## config.mk

```make
export PLATFORM = sky130hd
export DESIGN_NAME = apb_gpio
export DESIGN_NICKNAME = d
export VERILOG_FILES = /design/src/rtl/apb_gpio_pkg.sv /design/src/rtl/gpio_sync.sv /design/src/rtl/apb_gpio.sv
export SDC_FILE = /design/constraint.sdc
export NUM_CORES = 1
export LEC_CHECK = 0
export ABC_AREA = 1
export CORE_MARGIN = 5
export CORE_UTILIZATION = 49
export CTS_CLUSTER_DIAMETER = 40
export DETAILED_ROUTE_END_ITERATION = 12
export GPL_TIMING_DRIVEN = 0
export PLACE_DENSITY_LB_ADDON = 0.25
export SYNTH_ARGS = -nofsm -noshare
export SYNTH_HDL_FRONTEND = slang
export SYNTH_HIERARCHICAL = 1
export SYNTH_SLANG_ARGS = --single-unit
export TNS_END_PERCENT = 1
```

## constraint.sdc

```tcl
create_clock -name pclk -period 1.3 [get_ports pclk]
set_input_delay 0.195 -clock pclk [delete_from_list [all_inputs] [get_ports pclk]]
set_output_delay 0.195 -clock pclk [all_outputs]
set_load 0.005 [all_outputs]
```

## src/rtl/apb_gpio_pkg.sv

```systemverilog
// Shared constants for the APB GPIO block: register addresses and reset values.
package apb_gpio_pkg;

    localparam int unsigned ADDR_DIR  = 0;
    localparam int unsigned ADDR_MODE = 1;
    localparam int unsigned ADDR_OUT  = 2;
    localparam int unsigned ADDR_PIN  = 3;

    localparam int unsigned RST_DIR   = 0;
    localparam int unsigned RST_MODE  = 0;
    localparam int unsigned RST_OUT   = 0;
    localparam int unsigned RST_SYNC  = 0;

endpackage

```

## src/rtl/gpio_sync.sv

```systemverilog
// Two-flop synchronizer bringing asynchronous pad inputs into the pclk domain.
module gpio_sync
    import apb_gpio_pkg::*;
#(
    parameter int WIDTH = 8
) (
    input  logic             pclk,
    input  logic             preset,
    input  logic [WIDTH-1:0] d,
    output logic [WIDTH-1:0] q
);

    logic [WIDTH-1:0] meta;

    always_ff @(posedge pclk) begin
        if (preset) begin
            meta <= WIDTH'(RST_SYNC);
            q    <= WIDTH'(RST_SYNC);
        end else begin
            meta <= d;
            q    <= meta;
        end
    end

endmodule

```

## src/rtl/apb_gpio.sv

```systemverilog
// APB slave for an 8-bit GPIO port: DIR/MODE/OUT registers, synchronized PIN
// read-back and push-pull / open-drain pad enable generation.
module apb_gpio
    import apb_gpio_pkg::*;
#(
    parameter int DATA_W = 8,
    parameter int ADDR_W = 4
) (
    input  logic              pclk,
    input  logic              preset,
    input  logic              psel,
    input  logic              penable,
    input  logic [ADDR_W-1:0] paddr,
    input  logic              pwrite,
    input  logic [DATA_W-1:0] pwdata,
    output logic [DATA_W-1:0] prdata,
    output logic              pready,
    input  logic [DATA_W-1:0] gpio_in,
    output logic [DATA_W-1:0] gpio_out,
    output logic [DATA_W-1:0] gpio_oe
);

    logic [DATA_W-1:0] dir_reg;
    logic [DATA_W-1:0] mode_reg;
    logic [DATA_W-1:0] out_reg;
    logic [DATA_W-1:0] sync_in;
    logic [DATA_W-1:0] pin_val;
    logic              write_en;
    logic              read_en;

    assign pready   = 1'b1;
    assign write_en = psel & penable & pwrite;
    assign read_en  = psel & penable & ~pwrite;

    gpio_sync #(.WIDTH(DATA_W)) u_sync (
        .pclk   (pclk),
        .preset (preset),
        .d      (gpio_in),
        .q      (sync_in)
    );

    // Level-qualified: a held access phase simply rewrites the same value.
    always_ff @(posedge pclk) begin
        if (preset) begin
            dir_reg  <= DATA_W'(RST_DIR);
            mode_reg <= DATA_W'(RST_MODE);
            out_reg  <= DATA_W'(RST_OUT);
        end else if (write_en) begin
            case (paddr)
                ADDR_W'(ADDR_DIR):  dir_reg  <= pwdata;
                ADDR_W'(ADDR_MODE): mode_reg <= pwdata;
                ADDR_W'(ADDR_OUT):  out_reg  <= pwdata;
                default: ;
            endcase
        end
    end

    // Output pins read back their driven value, input pins the synchronized pad.
    assign pin_val = (dir_reg & out_reg) | (~dir_reg & sync_in);

    always_comb begin
        prdata = '0;
        if (read_en) begin
            case (paddr)
                ADDR_W'(ADDR_DIR):  prdata = dir_reg;
                ADDR_W'(ADDR_MODE): prdata = mode_reg;
                ADDR_W'(ADDR_OUT):  prdata = out_reg;
                ADDR_W'(ADDR_PIN):  prdata = pin_val;
                default:            prdata = '0;
            endcase
        end
    end

    // Open-drain pins only ever drive low; a 1 releases the pad.
    assign gpio_oe  = dir_reg & (mode_reg | ~out_reg);
    assign gpio_out = dir_reg & mode_reg & out_reg;

endmodule

```

After elaboration in Yosys (flattened, before gate mapping)
Cells that the tools add are included.
Cells by class
  reduce and logical (&&, ||, !) cells: 4
  equal/unequal tests: 3
  mux-type cells: 2
  bitwise gates (word level): 13
Operator list (number)
  8-bit bitwise AND: 5
  8-bit case mux with 4 select lines: 1
  8-bit inverter: 2
  8-bit OR: 2
  4-bit by 2-bit equality test with 1-bit output, second input constant: 2
  8-bit two-way mux: 1
  2-bit AND reduction: 3
  4-bit by 1-bit equality test with 1-bit output, second input constant: 1
  4-bit zero test: 1
  1-bit bitwise AND: 3
  1-bit inverter: 1
Storage, ports and cells
  register bits: 40

Longest topological paths before layout
Gate-level depths: netlist of the first run.
  word-level depth: 5
  mapped depth: 8
  depth with buffers taken out: 7

By module
Netlist of the first run, hierarchy kept.
Modules (own cells, without submodules)
  apb_gpio: instances 1, area each 1566.5 um^2, cells an instance 269
  gpio_sync: instances 1, area each 474.2 um^2, cells an instance 50

Least setup slack after synthesis of the first run
No wires, ideal clock.
  kind: in2reg
  from: in psel
  to: reg mode_reg[5]
  arrival: 959 ps
  library setup time: 113 ps
  slack: 228 ps
  stages: 7
  path through: nand3_1 buf_2 nor2_4 buf_6 nand2_1 nand2_1 nor2_1
On the way
  cells in the longest elaborated chain, start to end: 3
Ends and longest elaborated chain
  from (decl): line apb_gpio.sv:11  | input logic psel,
  1-bit bitwise AND (2 in series): line apb_gpio.sv:32  | assign write_en = psel & penable & pwrite;
  2-bit AND reduction (no source line)
  to (signal assigned): line apb_gpio.sv:46  | mode_reg <= DATA_W'(RST_MODE);
  to (signal assigned): line apb_gpio.sv:51  | ADDR_W'(ADDR_MODE): mode_reg <= pwdata;
  to (decl): line apb_gpio.sv:24  | logic [DATA_W-1:0] mode_reg;
Every way passes these cells.
A chain may end at the register's enable or synchronous reset.

Worst setup path in the final report of the first run
  from: in paddr[0]
  to: out prdata[5]
On the way
  cells in the longest elaborated chain, start to end: 3
Ends and longest elaborated chain
  from (decl): line apb_gpio.sv:13  | input logic [ADDR_W-1:0] paddr,
  4-bit by 2-bit equality test with 1-bit output (tied with other cells): line apb_gpio.sv:64  | case (paddr)
  8-bit case mux with 4 select lines *: line apb_gpio.sv:64
  8-bit two-way mux *: line apb_gpio.sv:63  | if (read_en) begin
  to (decl): line apb_gpio.sv:16  | output logic [DATA_W-1:0] prdata,
Mark *: on every way between the ends. The rest lies on a longest branch, timed or not.

==> reports/qor.txt, run 1 <==
All-Layer GR Usage - 20.9%
# rows - 23
Final WS setup - -0.0662 ns
Critical Path Start Type - input port
Tightest Hold Check Type - reg2reg
fill count - 365
R2R setup slack - 0.56 ns
Layout Nets - 416
crit path from - paddr[0]
period utilisation layout - 105%
multi-input logic area - 1040 um^2
Final Slew Violations - 0
Pre-Repair DR Iteration Count - 5
worst-skew pair later-pin latency - 0.29 ns
Final Hold Viols - 0
post-layout min period - 1.37 ns
Diodes inserted - 0
DR DRC count - 0
Pwr per Cell Area - 808 nW/um^2
# port buffers - 48
main combinational cell family by area after synthesis - simple AND/OR/NAND/NOR gates
vias - 2145
Die Ht - 74.5 um
# H-tree levels - 2
Crit-path slowest cell - nor2_4
overall power - 2.30 mW
Synth top area share - 39.2%
most frequent cells in the layout - 79 x nand2_1, 66 x nor2_1, 36 x inv_1
largest net degree at the start of global routing - 11
R2R depth - 3
CTS tree - done
register area - 835 um^2
Die X - 74.5 um
Mapped Nets - 344
Post-Synth Adder-Cell Area - 0%
grt total ovfl - 0
Yosys cell types - 20
failing checks - setup timing
Max-Cap Viols - 0
first-pass GRT wire length - 8560 um
layout cells sized above 1 - 26.7%
most used cell, CP - buf_4
Avg Cell Area, Syn - 6.40 um^2
critical-path cell list - buf_4, nand2_2, nor2_4, buf_4, buf_4, nand2_1, nand2_1, nor2_2, nor2_2, buf_2
setup TNS - -0.297 ns
cts bufs inserted - 5
Fin Clk Skew - 0.00495 ns
clk buf depth - 2
FF+latch count, synth - 40
non-filler cells, final - 439
vias in the first global route - 1856
unrepaired setup endpoints after global routing - true
initial core utilization - 50.7%
Synth Instances - 319
# clock sinks - 40
WL/cell - 12.3 um
CP Class - in2out
num ports - 50
crit path to - prdata[5]
simple-gate portion of the synthesized area - 44.5%
Reg clk slew, reported paths - 0.07 ns
CTS root buffer - clkbuf_8
R2R Path End - dir_reg[4]
Max stage delay on crit path - 0.19 ns
maximum resistive drop on vdd - 0.000821 V
Iter 0 DRT Violations - 223
initial antenna violation count - 0
Reg2Reg Launch Point - dir_reg[4]
Setup WS pre-CTS - -1.22 ns
synth-to-layout area growth - 39.5%
Cell Area, Synth - 2040 um^2
Detail Route Antenna Nets - 0
Syn. warnings - 6
Die ar. - 5560 um^2
post-DP HPWL - 3540 um
outcome - finished with violations
Synth Area in Compound Gates - 3.92%
top post-synthesis cells by area - dfxtp_1 39%, nand2_1 15%, nor2_1 14%, inv_1 7.9%, nand3_1 6.1%
XOR/XNOR Fraction of Synth Area - 0%
detail-routed via count per cell - 4.89
placed cells - 417
Routed WL - 5420 um
Max Clk Rate - 732 MHz
most common cell after layout, fill and taps aside - nand2_1
crit path max fanout - 4
critical path endpoint category - output pin
mux share of post-synthesis cell area - 0%
post-synth top area cell - dfxtp_1
Worst EP required - 1.11 ns
GPL Wtd Cong - 0.872
CTS hold repair buffers - 0
final setup violating endpoints - 7
Leak Pwr - 1.40 nW
Critical Path AT - 1.17 ns
Core Area - 4030 um^2
sequential fraction of the synthesis area - 39.2%
[layer usage]
layer | vias to the layer above | global-route usage, % | wire length [um]
li1 | 1094 | - | -
met1 | 940 | 26.8 | 2210
met2 | 98 | 33.2 | 2560
met3 | 13 | 4.59 | 514
met4 | 0 | 10.1 | 139
met5 | - | 0 | 0
[critical path, delay by kind of cell]
family	cells	cell delay, ns
buf+inv	4	0.49
simple gates	6	0.48
[per-stage QoR]
step,hold WS [ns],utilization (%),instance area [um^2]
floorplan,0.302,-,2040
global placement,0.390,64.1,2580
detailed placement,0.396,64.1,2580
CTS,0.403,69.2,2790
global route,0.407,70.7,2850
finish,0.403,70.7,2850
[layout make-up]
cell class | count | area share [%]
buffer | 10 | 3.21
clock buffer | 5 | 2.42
inverter | 45 | 5.93
multi-input combinational | 224 | 36.6
sequential | 40 | 29.3
tap | 50 | 2.20
timing repair buffer | 65 | 20.3
[synth_stat cells (all sizes together)]
cell type	n
nand3b	1
o21ai	8
nand3	25
nand2	85
inv	45
nor3	8
conb	1
dfxtp	40
nor2	88
a21oi	8
buf	10
[logic make-up (layout without fill, tap and decap cells)]
kind of cell | count (synthesis) | in the layout
simple gates | 207 | 207
buf+inv | 55 | 125
flops | 40 | 40
compound gates | 16 | 16
other cells | 1 | 1
[power breakdown]
part	total (mW)	switching (mW)	internal, mW
Combinational	0.305	0.160	0.145
Clock	0.735	0.389	0.346
Sequential	1.26	0.0109	1.25
[how the worst min path moves through the flow]
stage / depth (start not counted) / startpoint / endpoint
finish: 2 / u_sync/meta[2] / u_sync/q[2]
global route: 3 / gpio_in[5] / u_sync/meta[5]
CTS: 3 / gpio_in[5] / u_sync/meta[5]
detailed placement: 2 / u_sync/meta[2] / u_sync/q[2]
global placement: 2 / u_sync/meta[2] / u_sync/q[2]
floorplan: 2 / gpio_in[0] / u_sync/meta[0]
[repair_timing]
action / 4_1_cts / 5_1_grt
setup buffers: 14 / 3
resized for setup: 96 / 40
pin swaps: 7 / 11
hold endpoints to repair: 0 / 0
endpoints found under the setup margin: 48 / 40
No activity file was read; power rests on OpenSTA's default activity.
==> run 2, diff against run 1 <==
--- a/config.mk
+++ b/config.mk
@@ -5,7 +5,6 @@
 export SDC_FILE = /design/constraint.sdc
 export NUM_CORES = 1
 export LEC_CHECK = 0
-export ABC_AREA = 1
 export CORE_MARGIN = 5
 export CORE_UTILIZATION = 49
 export CTS_CLUSTER_DIAMETER = 40
==> run 2 against run 1 <==
  * The run still ends with setup timing left
  * Sequential power about the same
  * Combinational power decreased by 2%
  * Die area decreased by 2.2%
  * Fmax decreased by 13%
  * Register-to-register slack got worse by 0.16 ns
  * Largest cell class unchanged
  * Highest routed layer unchanged
  * Synthesized area decreased by 2.5%
  * Sequential share of layout area decreased by 1.2 points
  * Synthesized cell count decreased by 35%
  * Global-route usage increased by 1.4 points
  * Setup slack got worse by 0.21 ns
  * Worst hold slack improved by 0.016 ns
==> reports/qor.txt, run 2 <==
Mapped Nets - 231
post-layout min period - 1.57 ns
WL/cell - 17.1 um
maximum resistive drop on vdd - 0.000653 V
Pwr per Cell Area - 829 nW/um^2
Crit-path slowest cell - dfxtp_2
Iter 0 DRT Violations - 146
R2R depth - 5
R2R setup slack - 0.40 ns
Final Hold Viols - 0
non-filler cells, final - 341
# port buffers - 48
# H-tree levels - 2
first-pass GRT wire length - 8850 um
Max Clk Rate - 636 MHz
placed cell area - 2530 um^2
cts bufs inserted - 5
vias in the first global route - 1797
# clock sinks - 40
most common library cells after synthesis - 40 x dfxtp_1, 24 x nand2b_1, 16 x a21oi_1, 16 x mux2_2, 16 x mux2i_1
top post-synthesis cells by area - dfxtp_1 40%, mux2_2 9.1%, mux2i_1 8.1%, nand2b_1 7.5%, a21oi_1 4.0%
Reg2Reg Launch Point - dir_reg[2]
DR DRC count - 0
mux share of post-synthesis cell area - 17.1%
CTS tree - done
Max stage delay on crit path - 0.33 ns
most frequent cell after synthesis - dfxtp_1
# rows - 23
CP Class - reg2out
overall power - 2.41 mW
Hold Slack - 0.419 ns
Async SR Flop Fraction - 0%
Final WS setup - -0.272 ns
largest net degree at the start of global routing - 13
Critical Path AT - 1.38 ns
XOR/XNOR Fraction of Synth Area - 0%
layout cells sized above 1 - 48.1%
synth-to-layout area growth - 46.5%
Worst EP required - 1.11 ns
Worst Hold Launch - preset
worst-skew pair later-pin latency - 0.30 ns
most frequent cells in the layout - 28 x buf_4, 28 x dfxtp_1, 24 x nand2b_1
Reg clk slew, reported paths - 0.08 ns
Yosys cell types - 27
Post-Synth Adder-Cell Area - 0%
post-route cell area - 2910 um^2
initial core utilization - 50.1%
worst hold stages - 2
Leak Pwr - 1.27 nW
post-synth top area cell - dfxtp_1
end of the worst hold path - u_sync/q[7]
Routed WL - 5830 um
Fin Clk Skew - 0.00602 ns
vias - 1845
Max-Cap Viols - 0
placed cells - 304
unrepaired setup endpoints after global routing - true
outcome - finished with violations
Die ar. - 5430 um^2
simple-gate portion of the synthesized area - 25.5%
Avg Cell Area, Syn - 9.66 um^2
R2R Path End - dir_reg[2]
failing checks - setup timing
sequential fraction of the synthesis area - 40.3%
CTS hold repair buffers - 0
Synth Area in Compound Gates - 12.1%
main combinational cell family by area after synthesis - simple AND/OR/NAND/NOR gates
GPL Wtd Cong - 0.771
crit path max fanout - 3
final setup violating endpoints - 9
Cell Area, Synth - 1990 um^2
critical path endpoint category - output pin
initial antenna violation count - 0
Synth top area share - 40.3%
Die X - 73.7 um
Syn. warnings - 6
grt total ovfl - 0
critical-path cell list - buf_6, mux2_4, a22oi_2, a21oi_2, buf_2
period utilisation layout - 121%
Final Slew Violations - 0
Detail Route Antenna Nets - 0
Layout Nets - 315
Diodes inserted - 0
Tightest Hold Check Type - in2reg
Core Area - 3970 um^2
CTS root buffer - clkbuf_8
All-Layer GR Usage - 22.2%
Critical Path Start Type - flip-flop
ys flop type - dfxtp_1
detail-routed via count per cell - 5.41
Synth Instances - 206
FF+latch count, synth - 40
post-DP HPWL - 3320 um
num ports - 50
Post-synth EDFFs - 0
Pre-Repair DR Iteration Count - 4
Die Ht - 73.7 um
clk buf depth - 2
-- run 2: cell types whose count changed after synthesis, moves of 15 or more --
cell      before  now
nor2_1        78    0
nand2_1       82    8
inv_1         43    8
nand2b_1       0   24
mux2_2         0   16
mux2i_1        0   16
nand3_1       25   10
-- run 2: worst max-delay path, delay by kind of cell (launching register included) --
family	cells	cell delay, ns
buffers and inverters	2	0.23
DFF	1	0.33
muxes	1	0.27
AOI/OAI and AO/OA	2	0.24
-- run 2: cell families after synthesis --
logic type / count (synthesis)
muxes: 32
and+or+nand+nor: 74
buffers and inverters: 19
AOI/OAI and AO/OA: 40
DFF: 40
other: 1
-- run 2: timing repair --
item	in CTS	in global routing
pin swaps	21	5
buffers inserted	27	2
cloned	1	0
gates resized for setup	136	36
setup endpoints to repair	48	35
-- run 2: how the worst max path moves through the flow --
stage                           from         to  cells after the start
final                     dir_reg[2]  prdata[2]                      5
after global routing      dir_reg[2]  prdata[2]                      5
after global placement      paddr[3]  prdata[4]                      6
after CTS                 dir_reg[4]  prdata[4]                      5
after floorplan             paddr[0]  prdata[0]                      4
after detailed placement    paddr[3]  prdata[2]                      6
-- run 2: power breakdown --
group / internal [mW] / total, mW / leakage [nW] / switching (mW)
sequential: 1.25 / 1.26 / 0.332 / 0.00967
clock: 0.433 / 0.859 / 0.0455 / 0.426
combinational: 0.167 / 0.298 / 0.896 / 0.131
-- run 2: metal layers --
| layer | vias to the layer above | routed length, um | track usage [%] |
|---|---|---|---|
| met3 | 15 | 327 | 5.61 |
| met5 | - | 0 | 0 |
| met2 | 68 | 3120 | 39.2 |
| met4 | 0 | 121 | 10.5 |
| li1 | 882 | - | - |
| met1 | 880 | 2260 | 24.7 |
-- run 2: final cells by class --
| type | count | area [um^2] |
|---|---|---|
| Multi-Input combinational cell | 147 | 1230 |
| Timing Repair Buffer | 78 | 606 |
| Fill cell | 281 | 1060 |
| Tap cell | 50 | 62.6 |
| Sequential cell | 40 | 818 |
| Inverter | 8 | 30.0 |
| Buffer | 10 | 80.1 |
| Clock buffer | 8 | 90.1 |
-- run 2: stage by stage --
| step | setup TNS (ns) | worst slack (ns) | utilization, % |
|---|---|---|---|
| global route | -2.39 | -0.319 | 73.4 |
| CTS | -2.15 | -0.253 | 72.5 |
| global placement | -23.80 | -1.19 | 63.8 |
| floorplan | 0 | 0.123 | - |
| detailed placement | -24.15 | -1.19 | 63.8 |
| finish | -1.91 | -0.272 | 73.4 |
==> run 3, diff against run 2 <==
--- a/config.mk
+++ b/config.mk
@@ -7,10 +7,10 @@
 export LEC_CHECK = 0
 export CORE_MARGIN = 5
 export CORE_UTILIZATION = 49
-export CTS_CLUSTER_DIAMETER = 40
 export DETAILED_ROUTE_END_ITERATION = 12
 export GPL_TIMING_DRIVEN = 0
 export PLACE_DENSITY_LB_ADDON = 0.25
+export RECOVER_POWER = 25
 export SYNTH_ARGS = -nofsm -noshare
 export SYNTH_HDL_FRONTEND = slang
 export SYNTH_HIERARCHICAL = 1
==> run 3 against run 2 <==
  * Global-route usage stayed put
  * Fmax about the same
  * Largest cell class unchanged
  * Sequential share of layout area increased by 0.16 points
  * The run still ends with setup timing left
  * Flip-flop and latch count stayed put
==> reports/qor.txt, run 3 (synthesis results as in run 2) <==
outcome - finished with violations
failing checks - setup timing
most frequent cells in the layout - 28 x buf_4, 28 x dfxtp_1, 24 x nand2b_1
Final WS setup - -0.270 ns
Reg clk slew, reported paths - 0.08 ns
Detail Route Antenna Nets - 0
maximum resistive drop on vdd - 0.000654 V
Critical Path AT - 1.38 ns
layout cells sized above 1 - 47.8%
clk buf depth - 2
Crit-path slowest cell - dfxtp_2
period utilisation layout - 121%
initial antenna violation count - 0
Worst EP required - 1.11 ns
Rel. slew slack - 62.3%
Die ar. - 5430 um^2
fill count - 283
pin slew with the least headroom to its limit - 0.565 ns
Final Hold Viols - 0
worst-skew pair later-pin latency - 0.30 ns
grt total ovfl - 0
Setup WS pre-CTS - -1.19 ns
sw frac - 23.5%
All-Layer GR Usage - 22.2%
Iter 0 DRT Violations - 177
final setup violating endpoints - 9
# rows - 23
synth-to-layout area growth - 45.7%
CP Class - reg2out
part of the power in the clock network - 35.7%
Pwr per Cell Area - 832 nW/um^2
cts bufs inserted - 5
unrepaired setup endpoints after global routing - true
WL/cell - 17.0 um
initial core utilization - 50.1%
Diodes inserted - 0
Seq pwr share - 52.2%
Max stage delay on crit path - 0.33 ns
internal power - 1.84 mW
detail-routed via count per cell - 5.39
Tightest Hold Check Type - in2reg
critical-path cell list - buf_6, mux2_4, a22oi_2, a21oi_2, buf_2
Die Ht - 73.7 um
# clock sinks - 40
Max Clk Rate - 637 MHz
P_sw - 0.568 mW
logic gate share of total power - 12.2%
Critical Path Start Type - flip-flop
first-pass GRT wire length - 8850 um
# H-tree levels - 2
Routed WL - 5800 um
multi-input logic area - 1230 um^2
Pre-Repair DR Iteration Count - 4
GPL Wtd Cong - 0.771
CTS tree - done
post-DP HPWL - 3320 um
DR DRC count - 0
Final Slew Violations - 0
num ports - 50
Leak Pwr - 1.26 nW
Fin Clk Skew - 0.00526 ns
vias in the first global route - 1797
post-layout min period - 1.57 ns
Layout Nets - 315
critical path endpoint category - output pin
register area - 818 um^2
Die X - 73.7 um
largest net degree at the start of global routing - 13
Core Area - 3970 um^2
crit path max fanout - 3
vias - 1837
CTS root buffer - clkbuf_8
# port buffers - 48
Max-Cap Viols - 0
overall power - 2.41 mW
-- run 3: cell count changes in the layout (fill, tap and decap cells not counted) --
cell            delta
dlymetal6s2s_1     -1
buf_6              -1
clkbuf_1           +2
-- run 3: path summary, 6_finish.rpt --
check                      start        endpoint  slack [ns]  cells after the start
setup / recovery      dir_reg[2]       prdata[2]       -0.27                      5
hold / removal            preset  u_sync/meta[7]        0.39                      2
setup reg to reg      dir_reg[2]      dir_reg[2]        0.40                      5
hold reg to reg   u_sync/meta[6]     u_sync/q[6]        0.44                      1
-- run 3: per-layer routing --
metal | track usage, % | share of wire, %
met3 | 5.61 | 5.5
met4 | 10.5 | 2.2
met1 | 24.7 | 39
met5 | 0 | 0
met2 | 39.2 | 53
-- run 3: through the flow --
step / hold slack (ns) / cell area (um^2) / std cells / setup TNS, ns / util [%]
3_3_place_gp: 0.419 / 2530 / 304 / -23.80 / 63.8
6_report: 0.390 / 2900 / 341 / -1.91 / 73.0
5_1_grt: 0.431 / 2900 / 341 / -2.39 / 73.0
2_1_floorplan: 0.324 / 1990 / 206 / 0 / -
3_5_place_dp: 0.422 / 2530 / 304 / -24.15 / 63.8
4_1_cts: 0.439 / 2880 / 339 / -2.15 / 72.5
-- run 3: layout make-up --
| cell class | count | share of cell area [%] |
|---|---|---|
| Buffer | 10 | 2.50 |
| Multi-Input combinational cell | 147 | 42.4 |
| Inverter | 8 | 1.04 |
| Sequential cell | 40 | 28.2 |
| Tap cell | 50 | 2.16 |
| Clock buffer | 8 | 3.11 |
| Timing Repair Buffer | 78 | 20.6 |
-- run 3: critical path, delay by kind of cell (launching register included) --
kind	cells	cell delay [ns]
muxes	1	0.27
AOI/OAI and AO/OA	2	0.24
DFF	1	0.33
buffers and inverters	2	0.23
-- run 3: what timing repair did --
action                     4_1_cts  5_1_grt
pin swaps                       21        5
setup endpoints to repair       48       35
hold endpoints to repair         0        0
cloned                           1        0
gates resized for setup        136       36
setup buffers                   27        2
hold buffers                     0        0
-- run 3: power groups by stage --
stage	logic [mW]	clock network [mW]	registers, mW
6_report	0.293	0.860	1.26
3_3_place_gp	0.228	0	1.29
3_5_place_dp	0.231	0	1.29
4_1_cts	0.279	0.864	1.26
2_1_floorplan	0.110	0	1.28
5_1_grt	0.309	0.926	1.26
